===== src/rtl/mem_io_controller.sv =====
// Memory/IO access controller: request/done handshake between the MAR/MDR datapath and a
// synchronous single-port RAM, plus one input port and one output port. Define MEMCTL_ADDR_CHECK_EN for illegal-address decode.
module mem_io_controller #(
    parameter int          DATA_W   = 32,
    parameter int          ADDR_W   = 9,
    parameter int          LATENCY  = 1,
    parameter logic [31:0] IN_ADDR  = 32'h0000_0200,
    parameter logic [31:0] OUT_ADDR = 32'h0000_0201
) (
    input  logic              clk,
    input  logic              in_reset,
    input  logic              in_req,
    input  logic              in_we,
    input  logic [31:0]       in_addr,
    input  logic [DATA_W-1:0] in_wdata,
    output logic              out_busy,
    output logic              out_done,
    output logic [DATA_W-1:0] out_rdata,
    output logic              out_err,
    output logic [ADDR_W-1:0] out_ram_addr,
    output logic [DATA_W-1:0] out_ram_data,
    output logic              out_ram_rden,
    output logic              out_ram_wren,
    input  logic [DATA_W-1:0] in_ram_q,
    input  logic [DATA_W-1:0] in_inport_data,
    output logic [DATA_W-1:0] out_outport
);

    typedef enum logic [1:0] {S_IDLE, S_ACCESS, S_WAIT, S_DONE} state_e;
    typedef enum logic [1:0] {R_RAM, R_INPORT, R_OUTPORT, R_ILLEGAL} region_e;

`ifdef MEMCTL_ADDR_CHECK_EN
    localparam bit ADDR_CHECK = 1'b1;
`else
    localparam bit ADDR_CHECK = 1'b0;
`endif

    localparam logic [32:0] RAM_SPAN = 33'd1 << ADDR_W;
    localparam logic [2:0]  CNT_LOAD = 3'(LATENCY - 1);

    // Without address checking, anything that is not a port aliases into RAM.
    function automatic region_e decode(input logic [31:0] addr);
        if ({1'b0, addr} < RAM_SPAN) begin
            decode = R_RAM;
        end else if (addr == IN_ADDR) begin
            decode = R_INPORT;
        end else if (addr == OUT_ADDR) begin
            decode = R_OUTPORT;
        end else begin
            decode = ADDR_CHECK ? R_ILLEGAL : R_RAM;
        end
    endfunction

    state_e              state_q, state_d;
    region_e             region_q, region_d;
    region_e             req_region_s;
    logic                we_q, we_d;
    logic [DATA_W-1:0]   wdata_q, wdata_d;
    logic [2:0]          cnt_q, cnt_d;
    logic                busy_q, busy_d;
    logic                done_q, done_d;
    logic [DATA_W-1:0]   rdata_q, rdata_d;
    logic                err_q, err_d;
    logic [DATA_W-1:0]   outport_q, outport_d;
    logic [ADDR_W-1:0]   ram_addr_q, ram_addr_d;
    logic [DATA_W-1:0]   ram_data_q, ram_data_d;
    logic                ram_rden_q, ram_rden_d;
    logic                ram_wren_q, ram_wren_d;

    assign req_region_s = decode(in_addr);

    // Next-state and registered-output logic.
    always_comb begin
        state_d    = state_q;
        region_d   = region_q;
        we_d       = we_q;
        wdata_d    = wdata_q;
        cnt_d      = cnt_q;
        busy_d     = busy_q;
        done_d     = 1'b0;
        rdata_d    = rdata_q;
        err_d      = err_q;
        outport_d  = outport_q;
        ram_addr_d = ram_addr_q;
        ram_data_d = ram_data_q;
        ram_rden_d = 1'b0;
        ram_wren_d = 1'b0;
        case (state_q)
            S_IDLE: begin
                if (in_req) begin
                    we_d     = in_we;
                    wdata_d  = in_wdata;
                    region_d = req_region_s;
                    busy_d   = 1'b1;
                    state_d  = S_ACCESS;
                    // Strobes are registered here so they appear exactly in ACCESS.
                    if (req_region_s == R_RAM) begin
                        ram_addr_d = in_addr[ADDR_W-1:0];
                        if (in_we) begin
                            ram_wren_d = 1'b1;
                            ram_data_d = in_wdata;
                        end else begin
                            ram_rden_d = 1'b1;
                        end
                    end else begin
                        ram_addr_d = ram_addr_q;
                    end
                end else begin
                    state_d = S_IDLE;
                end
            end
            S_ACCESS: begin
                state_d = S_DONE;
                done_d  = 1'b1;
                err_d   = 1'b0;
                case (region_q)
                    R_RAM: begin
                        if (!we_q) begin
                            cnt_d   = CNT_LOAD;
                            state_d = S_WAIT;
                            done_d  = 1'b0;
                            err_d   = err_q;
                        end else begin
                            cnt_d = cnt_q;
                        end
                    end
                    R_INPORT: begin
                        if (we_q) begin
                            err_d = ADDR_CHECK;
                        end else begin
                            rdata_d = in_inport_data;
                        end
                    end
                    R_OUTPORT: begin
                        if (we_q) begin
                            outport_d = wdata_q;
                        end else begin
                            rdata_d = outport_q;
                        end
                    end
                    default: begin
                        err_d = 1'b1;
                    end
                endcase
            end
            S_WAIT: begin
                if (cnt_q != 3'd0) begin
                    cnt_d = cnt_q - 3'd1;
                end else begin
                    rdata_d = in_ram_q;
                    err_d   = 1'b0;
                    done_d  = 1'b1;
                    state_d = S_DONE;
                end
            end
            S_DONE: begin
                busy_d  = 1'b0;
                state_d = S_IDLE;
            end
            default: begin
                busy_d  = 1'b0;
                state_d = S_IDLE;
            end
        endcase
    end

    // State and output registers with synchronous reset.
    always_ff @(posedge clk) begin
        if (in_reset) begin
            state_q    <= S_IDLE;
            region_q   <= R_RAM;
            we_q       <= 1'b0;
            wdata_q    <= '0;
            cnt_q      <= 3'd0;
            busy_q     <= 1'b0;
            done_q     <= 1'b0;
            rdata_q    <= '0;
            err_q      <= 1'b0;
            outport_q  <= '0;
            ram_addr_q <= '0;
            ram_data_q <= '0;
            ram_rden_q <= 1'b0;
            ram_wren_q <= 1'b0;
        end else begin
            state_q    <= state_d;
            region_q   <= region_d;
            we_q       <= we_d;
            wdata_q    <= wdata_d;
            cnt_q      <= cnt_d;
            busy_q     <= busy_d;
            done_q     <= done_d;
            rdata_q    <= rdata_d;
            err_q      <= err_d;
            outport_q  <= outport_d;
            ram_addr_q <= ram_addr_d;
            ram_data_q <= ram_data_d;
            ram_rden_q <= ram_rden_d;
            ram_wren_q <= ram_wren_d;
        end
    end

    assign out_busy     = busy_q;
    assign out_done     = done_q;
    assign out_rdata    = rdata_q;
    assign out_err      = err_q;
    assign out_outport  = outport_q;
    assign out_ram_addr = ram_addr_q;
    assign out_ram_data = ram_data_q;
    assign out_ram_rden = ram_rden_q;
    assign out_ram_wren = ram_wren_q;

endmodule


===== config.mk =====
export PLATFORM = sky130hd
export DESIGN_NAME = mem_io_controller
export DESIGN_NICKNAME = d
export VERILOG_FILES = /design/src/rtl/mem_io_controller.sv
export SDC_FILE = /design/constraint.sdc
export NUM_CORES = 1
export LEC_CHECK = 0
export ABC_AREA = 1
export CAP_MARGIN = 20
export CELL_PAD_IN_SITES_DETAIL_PLACEMENT = 0
export CELL_PAD_IN_SITES_GLOBAL_PLACEMENT = 1
export CORE_MARGIN = 8
export CORE_UTILIZATION = 34
export CTS_BUF_LIST = sky130_fd_sc_hd__clkbuf_4
export DETAILED_ROUTE_END_ITERATION = 8
export PLACE_DENSITY = 0.95
export SLEW_MARGIN = 10
export SYNTH_ARGS = -nofsm -noshare
export SYNTH_HDL_FRONTEND = slang
export SYNTH_SLANG_ARGS = --single-unit

===== constraint.sdc =====
create_clock -name clk -period 3.6 [get_ports clk]
set_clock_uncertainty 0.05 [all_clocks]
set_input_delay 0.36 -clock clk [delete_from_list [all_inputs] [get_ports clk]]
set_output_delay 0.36 -clock clk [all_outputs]
set_load 0.01 [all_outputs]

Yosys cells after proc, flatten, opt, wreduce, memory -nomap -nowiden
Index checks and enable logic that the tools add are counted.
{"block": "classes", "n_bitwise": 3, "n_lt_le_gt_ge": 1, "addsub": 1, "muxes": 29, "eq_ne": 16, "reduce_logical": 16}
{"cell": "$pmux 32 s2", "count": 2}
{"cell": "$mux 32", "count": 3}
{"cell": "$eq 32x10->1 const B", "count": 2}
{"cell": "$lt 32x10->1 const B", "count": 1}
{"cell": "$mux 1", "count": 11}
{"cell": "$mux 3", "count": 3}
{"cell": "$ne 3x3->1 const B", "count": 3}
{"cell": "$reduce_and 3->1", "count": 3}
{"cell": "$mux 2", "count": 4}
{"cell": "$ne 2x2->1 const B", "count": 4}
{"cell": "$pmux 1 s2", "count": 4}
{"cell": "$pmux 2 s4", "count": 1}
{"cell": "$reduce_and 4->1", "count": 2}
{"cell": "$eq 2x2->1 const B", "count": 3}
{"cell": "$logic_not 2->1", "count": 3}
{"cell": "$pmux 3 s2", "count": 1}
{"cell": "$reduce_and 5->1", "count": 1}
{"cell": "$eq 2x1->1 const B", "count": 2}
{"cell": "$reduce_and 2->1", "count": 2}
{"cell": "$reduce_bool 2->1", "count": 2}
{"cell": "$reduce_or 4->1", "count": 1}
{"cell": "$ne 3x2->1 const B", "count": 1}
{"cell": "$not 1->1", "count": 3}
{"cell": "$reduce_bool 3->1", "count": 1}
{"cell": "other kinds (3)", "count": 3}
{"block": "word_totals", "reg_bits": 150, "out_inout_bits": 110, "in_bits": 132, "elab_cells": 80}

Depth between registers and ports, before layout
Gate-level depths: netlist of the first run.
{"block": "logic_depth", "depth_word": 7, "mapped_depth": 12, "ltp_nobuf": 11}

Least setup slack after synthesis of the first run
OpenSTA, ideal clock, no wires.
{"block": "synth_timing", "path_type": "register -> register", "startpoint": "register state_q[0]", "endpoint": "register rdata_q[11] (netlist: out_rdata[11])", "setup_ps": 119, "stages_incl_launch_ff": 11, "slack_ps": 1979, "path_buffers": 2, "t_required_ps": 3431, "synth_period_minus_slack_ps": 1621, "arrival_ps": 1451, "path_cell_list": "dfxtp_1 > inv_1 > ha_1 > inv_2 > a21oi_1 > inv_1 > nand4_4 > inv_2 > buf_6 > buf_6 > a21oi_1"}
{"block": "synth_between", "elab_chain_len": 3, "word_cells_on_any_way": 9, "cone_classes": "6 x eq/ne; 1 x mux; 2 x reduce/logical"}
{"element": "from (decl)", "line": "54", "rtl": "state_e state_q, state_d;"}
{"element": "from (signal assigned)", "line": "185", "rtl": "state_q <= state_d;"}
{"element": "$eq 2x1->1 or $eq 2x2->1 (tied branches)", "line": "88", "rtl": "case (state_q)"}
{"element": "$ne 3x2->1 (no source line), or another cell as far along"}
{"element": "$reduce_and 5->1 (no source line)"}
{"element": "to (signal assigned)", "line": "192", "rtl": "rdata_q <= rdata_d;"}
{"element": "to (decl)", "line": "62", "rtl": "logic [DATA_W-1:0] rdata_q, rdata_d;"}
Several ways; a longest one is shown, not always the timed one.
A chain may end at the register's enable or synchronous reset.

Final worst setup path of the first run
{"block": "layout_timing", "startpoint": "register state_q[0]", "endpoint": "register rdata_q[22] (netlist: out_rdata[22])"}
Same word-level chain as after synthesis.

==> metrics.cfg, run 1 <==
[run_status]
outcome = finished, final reports clean

[drt]
drc = 0
avgViaCountPerCell = 4.76
drtPass1Iterations = 6
wirelength_um = 22700
avgRoutedWirePerCell_um = 16.1
ant_nets = 0
drtIter0Drc = 516
vias = 6718

[global_route]
grt_pass1_wl_um = 35900
antenna_found_initial = 1
grt-ovfl-total = 0
grt.met3_usage_pct = 4.54
grt_pass1_vias = 6544
grtUsageTotal_pct = 18.7
busiest_layer = met2
met2_usage_pct = 29.2
grt_use_met1_pct = 24.9
grt_max_degree = 83

[worst_setup_path]
criticalPathCategory = reg -> reg
cp_data_required_time_ns = 4.04
slowest_stage = inv_2
worstPathCellList = inv_1 > ha_1 > inv_2 > a21oi_1 > inv_1 > nand4_4 > inv_2 > o211ai_1 > a21oi_1
cp_slowest_stage_delay_ns = 0.65
start_kind = flip-flop
rr_worst_depth = 9
cp.arrival_ns = 2.89
worst-path-max-fanout = 49
worstSetupEndpointType = flip-flop

[clocking]
clock_path_buffers = 2
hold_buffers = 0
insertion_delay_ns = 0.55
htreeDepth = 4
clk_pin_slew_worst_paths_ns = 0.13
root_buffer = clkbuf_4
clock_sink_count = 150
cts_made_buffers = 17
cts_tree = built
ctsResizeCount = 0
cts_setup_buffers = 0

[timing]
fmax_mhz = 407
worst_slew_pin_slew_ns = 0.934
period_share_pct = 68.2
final_max_slew_viol_count = 0
final-setup-viol-count = 0
rsz0062_at_grt = no
fin_hold_ws_ns = 0.326
finalHoldViolCount = 0
tns_ns = 0
min_period_ns = 2.45
slew_headroom_pct = 37.6

[final_layout]
seq_area_sq_um = 3000
design_area_sq_um = 9480
final_nets = 1271
nFillCells = 1939
fin_cells = 1412
area_growth_pct = 42.4
multi_input_area_sq_um = 2880
final_layout_size_suffix_gt1_share_pct = 4.71

[synth]
syn_inst = 930
synth_fp_nets = 1068
ys_seq_elements = 150
yosysWarnings = 0
synth_area_per_cell_sq_um = 7.15
synthDistinctLibCells = 29
synth_seq_area_share_pct = 45.1
yosys_most_used_dff = dfxtp_1
synth_edf_count = 0
ys_async_sr_fraction_pct = 0
synthesis.area_sq_um = 6650

[pwr]
p_sw_w = 0.00220
p_seq_share_pct = 38.8
p_per_area_nw_per_um2 = 615
p_int_w = 0.00362
p_clk_share_pct = 20.5
p_leak_nw = 3.88
finalPower_w = 0.00582
peakVddDrop_mv = 0.244
combPwrFrac_pct = 40.7
switching_share_pct = 37.9

[placed_design]
finalWeightedCongestion = 0.816
io_buffers = 241
post-dp-hpwl_um = 16600
placedCellCount = 1379
place_area_sq_um = 9150

[floorplan]
initial_core_util_pct = 34.4
rows = 51
dieArea_sq_um = 24300
die_height_um = 156
num_io_pins = 242
core_sq_um = 19300
die_x_um = 156

[worst_hold_path]
holdPathStages = 3
worst_hold_path_type = in -> reg

[flow_run]
cap_violations = 0

## final cells by class
type                    count  area share, %
multi-input cells         597           30.3
inverters                 116           4.61
repair buffers            251           26.4
clock buffers              20           1.58
flip-flops and latches    150           31.7
well taps                 265           3.50
clock inverters            12           1.86
diodes                      1         0.0264
## worst max-delay path: cells and delay by family (launching register included)
kind	cells	cell delay (ns)
buffers and inverters	4	1.00
DFF	1	0.39
AOI/OAI and AO/OA	3	0.39
and+or+nand+nor	1	0.30
adders and majority gates	1	0.24
## synthesized netlist by cell type, types with 2 or more instances
master / instances / area (sq um)
a211oi_1: 2 / 15.0
a21oi_1: 78 / 390
a31oi_1: 3 / 18.8
buf_1: 9 / 33.8
buf_2: 13 / 65.1
buf_4: 5 / 37.5
buf_6: 7 / 78.8
clkbuf_1: 33 / 124
clkinv_1: 13 / 48.8
dfxtp_1: 150 / 3000
ha_1: 6 / 75.1
inv_1: 100 / 375
inv_2: 3 / 11.3
nand2_1: 140 / 526
nand2_2: 2 / 12.5
nand3_1: 76 / 380
nand4_1: 32 / 200
nand4_4: 2 / 42.5
nor2_1: 126 / 473
nor3_1: 3 / 15.0
o211ai_1: 15 / 113
o21ai_0: 105 / 526
## power groups by stage
stage	clock, W	combinational (W)	sequential (W)
after CTS	0.00124	0.00239	0.00226
after global routing	0.00132	0.00265	0.00231
after detailed placement	0	0.00237	0.00229
final	0.00119	0.00237	0.00226
after global placement	0	0.00234	0.00229
after floorplan	0	0.00146	0.00235
## stage by stage
step / setup slack [ns] / util [%]
finish: 1.15 / 49.0
CTS: 1.15 / 49.0
detailed placement: 1.18 / 47.3
global route: 0.848 / 49.0
global placement: 1.24 / 47.3
floorplan: 1.98 / -
## routing by layer
layer / vias up / share of wire [%]
met4: 0 / 1.1
met1: 3032 / 46
met2: 234 / 45
met3: 18 / 7.6
met5: - / 0
li1: 3434 / -
## flip-flops by register name (all words and copies together), names as in the netlist, 2 cells and up
register,cells
cnt_q,3
out_outport,32
out_ram_addr,9
out_ram_data,32
out_rdata,32
region_q,2
state_q,2
wdata_q,32
## logic make-up after synthesis
group / Yosys count / share of synthesized area [%]
AO/OA/AOI/OAI: 205 / 16.2
adder cells (fa/ha/maj): 6 / 1.13
buffers and inverters: 183 / 11.6
flip-flops: 150 / 45.1
AND/OR/NAND/NOR: 386 / 25.9
## layout by cell type, fill, tap and decap left out, types with 2 or more instances in the layout
cell / count
inv_2: 3
bufinv_16: 4
o21ai_0: 105
inv_6: 2
nand2_1: 140
buf_4: 9
a21oi_1: 78
nand4_4: 2
inv_1: 98
nor2_1: 126
nand2_2: 2
a211oi_1: 2
nand3_1: 76
clkdlybuf4s50_1: 241
clkinv_4: 2
clkinv_1: 15
ha_1: 6
o211ai_1: 15
dfxtp_1: 150
nor3_1: 3
a31oi_1: 3
clkbuf_4: 20
nand4_1: 32
clkinv_2: 3
## worst paths after layout
path	from	endpoint	slack (ns)
setup / recovery	state_q[0]$_SDFFE_PP0P_	out_rdata[22]$_SDFFE_PP0P_	1.15
setup reg to reg	state_q[0]$_SDFFE_PP0P_	out_rdata[22]$_SDFFE_PP0P_	1.15
hold reg to reg	out_rdata[30]$_SDFFE_PP0P_	out_rdata[30]$_SDFFE_PP0P_	0.42
hold / removal	in_wdata[23]	wdata_q[23]$_SDFFE_PP0P_	0.33
Power figures use the tool's default switching activity.
==> run 2: changes to the inputs <==
--- a/config.mk
+++ b/config.mk
@@ -10,10 +10,10 @@
 export CELL_PAD_IN_SITES_DETAIL_PLACEMENT = 0
 export CELL_PAD_IN_SITES_GLOBAL_PLACEMENT = 1
 export CORE_MARGIN = 8
-export CORE_UTILIZATION = 34
+export CORE_UTILIZATION = 29
 export CTS_BUF_LIST = sky130_fd_sc_hd__clkbuf_4
 export DETAILED_ROUTE_END_ITERATION = 8
-export PLACE_DENSITY = 0.95
+export PLACE_DENSITY = 0.89
 export SLEW_MARGIN = 10
 export SYNTH_ARGS = -nofsm -noshare
 export SYNTH_HDL_FRONTEND = slang
==> constraint.sdc (replaced) <==
create_clock -name clk -period 2.21 [get_ports clk]
set_clock_uncertainty 0.05 [all_clocks]
set_input_delay 0.221 -clock clk [delete_from_list [all_inputs] [get_ports clk]]
set_output_delay 0.221 -clock clk [all_outputs]
set_load 0.01 [all_outputs]
==> metrics.cfg, run 2 (synthesized netlist as in run 1, its figures left out) <==
[pwr]
p_leak_nw = 3.91  ; +0.81%
p_per_area_nw_per_um2 = 991  ; +61%
p_int_w = 0.00572  ; +58%
peakVddDrop_mv = 0.500  ; +100%
p_seq_share_pct = 38.5  ; -0.3 points
p_clk_share_pct = 17.7  ; -2.8 points
finalPower_w = 0.00951  ; +63%
combPwrFrac_pct = 43.8  ; +3.1 points
switching_share_pct = 39.9  ; +2.0 points
p_sw_w = 0.00380  ; +72%

[worst_setup_path]
cp.arrival_ns = 2.49  ; -0.40 ns
crit_top_cell = nand2_1
reg2reg_slack_ns = 0.18  ; -0.97 ns
worst-path-max-fanout = 16  ; -67%
start_kind = flip-flop
cp_data_required_time_ns = 2.67  ; -1.37 ns
slowest_stage = nand3_2
criticalPathCategory = reg -> reg
worstPathCellList = inv_1 > ha_1 > nand2_1 > nor2_8 > nand3_2 > nand2_1 > clkinv_1 > nor2_1
cp_slowest_stage_delay_ns = 0.40  ; -0.25 ns
worstSetupEndpointType = flip-flop

[drt]
vias = 6756  ; +0.57%
drtPass1Iterations = 5  ; -1
ant_nets = 0  ; unchanged
drc = 0  ; unchanged
avgRoutedWirePerCell_um = 16.7  ; +3.9%
wirelength_um = 24100  ; +6.2%
drtIter0Drc = 427  ; -17%
avgViaCountPerCell = 4.68  ; -1.6%

[global_route]
grt_max_degree = 68  ; -18%
grt_pass1_wl_um = 37300  ; +4.2%
antenna_found_initial = 1  ; unchanged
grtUsageTotal_pct = 16.7  ; -1.9 points
grt-ovfl-total = 0  ; unchanged
grt_pass1_vias = 6574  ; +0.46%

[placed_design]
post-dp-hpwl_um = 17800  ; +7.6%
io_buffers = 241  ; unchanged
finalWeightedCongestion = 0.832  ; +2.0%

[timing]
final-setup-viol-count = 0  ; unchanged
tns_ns = 0  ; unchanged
fmax_mhz = 492  ; +21%
worst_slew_pin_slew_ns = 0.408  ; -0.527 ns
final_max_slew_viol_count = 0  ; unchanged
rsz0062_at_grt = no
period_share_pct = 91.9  ; +24 points
min_period_ns = 2.03  ; -0.423 ns
finalHoldViolCount = 0  ; unchanged
slew_headroom_pct = 72.8  ; +35 points

[floorplan]
core_sq_um = 22600  ; +17%
rows = 55  ; +7.8%
num_io_pins = 242  ; unchanged
dieArea_sq_um = 28000  ; +15%
die_x_um = 167  ; +7.4%
die_height_um = 167  ; +7.4%
initial_core_util_pct = 29.5  ; -4.9 points

[clocking]
insertion_delay_ns = 0.55  ; about the same
cts_made_buffers = 17  ; unchanged
htreeDepth = 4  ; unchanged
clk_pin_slew_worst_paths_ns = 0.15  ; +0.02 ns
clock_path_buffers = 2  ; unchanged
clock_sink_count = 150  ; unchanged
hold_buffers = 0  ; unchanged
ctsResizeCount = 0  ; unchanged
cts_tree = built
cts_setup_buffers = 0  ; unchanged
root_buffer = clkbuf_4

[final_layout]
area_growth_pct = 44.3
mostFrequentLayoutCells = clkdlybuf4s50_1, dfxtp_1, nand2_1
final_layout_size_suffix_gt1_share_pct = 5.62  ; +0.91 points
final_common_cell = clkdlybuf4s50_1
final_nets = 1282  ; +0.87%

[flow_run]
cap_violations = 0  ; unchanged

[run_status]
outcome = finished, final reports clean

[worst_hold_path]
worst_hold_path_type = in -> reg

-- run 2: cell type report --
cell class | instances | area (sq um)
diodes | 1 | 2.50
clock buffers | 17 | 128
clock inverters | 15 | 145
fillers | 2331 | 13000
inverters | 116 | 439
multi-input cells | 598 | 2890
flip-flops and latches | 150 | 3000
well taps | 285 | 357
repair buffers | 261 | 2640
-- run 2: power groups by stage --
stage	sequential [W]	combinational (W)	clock (W)
floorplan	0.00383	0.00238	0
global placement	0.00372	0.00410	0
detailed placement	0.00372	0.00415	0
CTS	0.00367	0.00416	0.00176
global route	0.00375	0.00464	0.00187
finish	0.00367	0.00417	0.00168
-- run 2: layer usage --
layer	part of all wire [%]	global-route usage [%]	vias to the layer above
met5	0	0	-
met4	1.1	4.27	0
met3	6.5	4.33	17
met2	45	26.3	225
met1	48	22.4	3056
li1	-	-	3458
-- run 2: path summary, 6_finish.rpt --
check                          startpoint                             to  cells past startpoint
max               state_q[1]$_SDFFE_PP0P_  out_ram_data[26]$_SDFFE_PP0P_                      8
min                           in_wdata[2]        wdata_q[2]$_SDFFE_PP0P_                      3
max reg2reg       state_q[1]$_SDFFE_PP0P_  out_ram_data[26]$_SDFFE_PP0P_                      8
min reg2reg  out_ram_addr[1]$_SDFFE_PP0P_   out_ram_addr[1]$_SDFFE_PP0P_                      2
-- run 2: per-stage QoR --
stage          util [%]  area (sq um)  setup WS [ns]  hold WS [ns]  cells
6_report           42.5          9600          0.179         0.181   1443
5_1_grt            42.5          9600         0.0121         0.131   1443
4_1_cts            42.5          9580          0.148         0.121   1441
3_5_place_dp       41.2          9310         0.0229         0.403   1409
3_3_place_gp       41.2          9310         0.0487         0.400   1409
2_1_floorplan         -          6650          0.589         0.319    930
-- run 2: critical path: cells and delay by family (launching register included) --
kind	cells	cell delay (ns)
simple gates	5	1.24
fa+ha+maj	1	0.17
flops	1	0.36
buf+inv	2	0.16
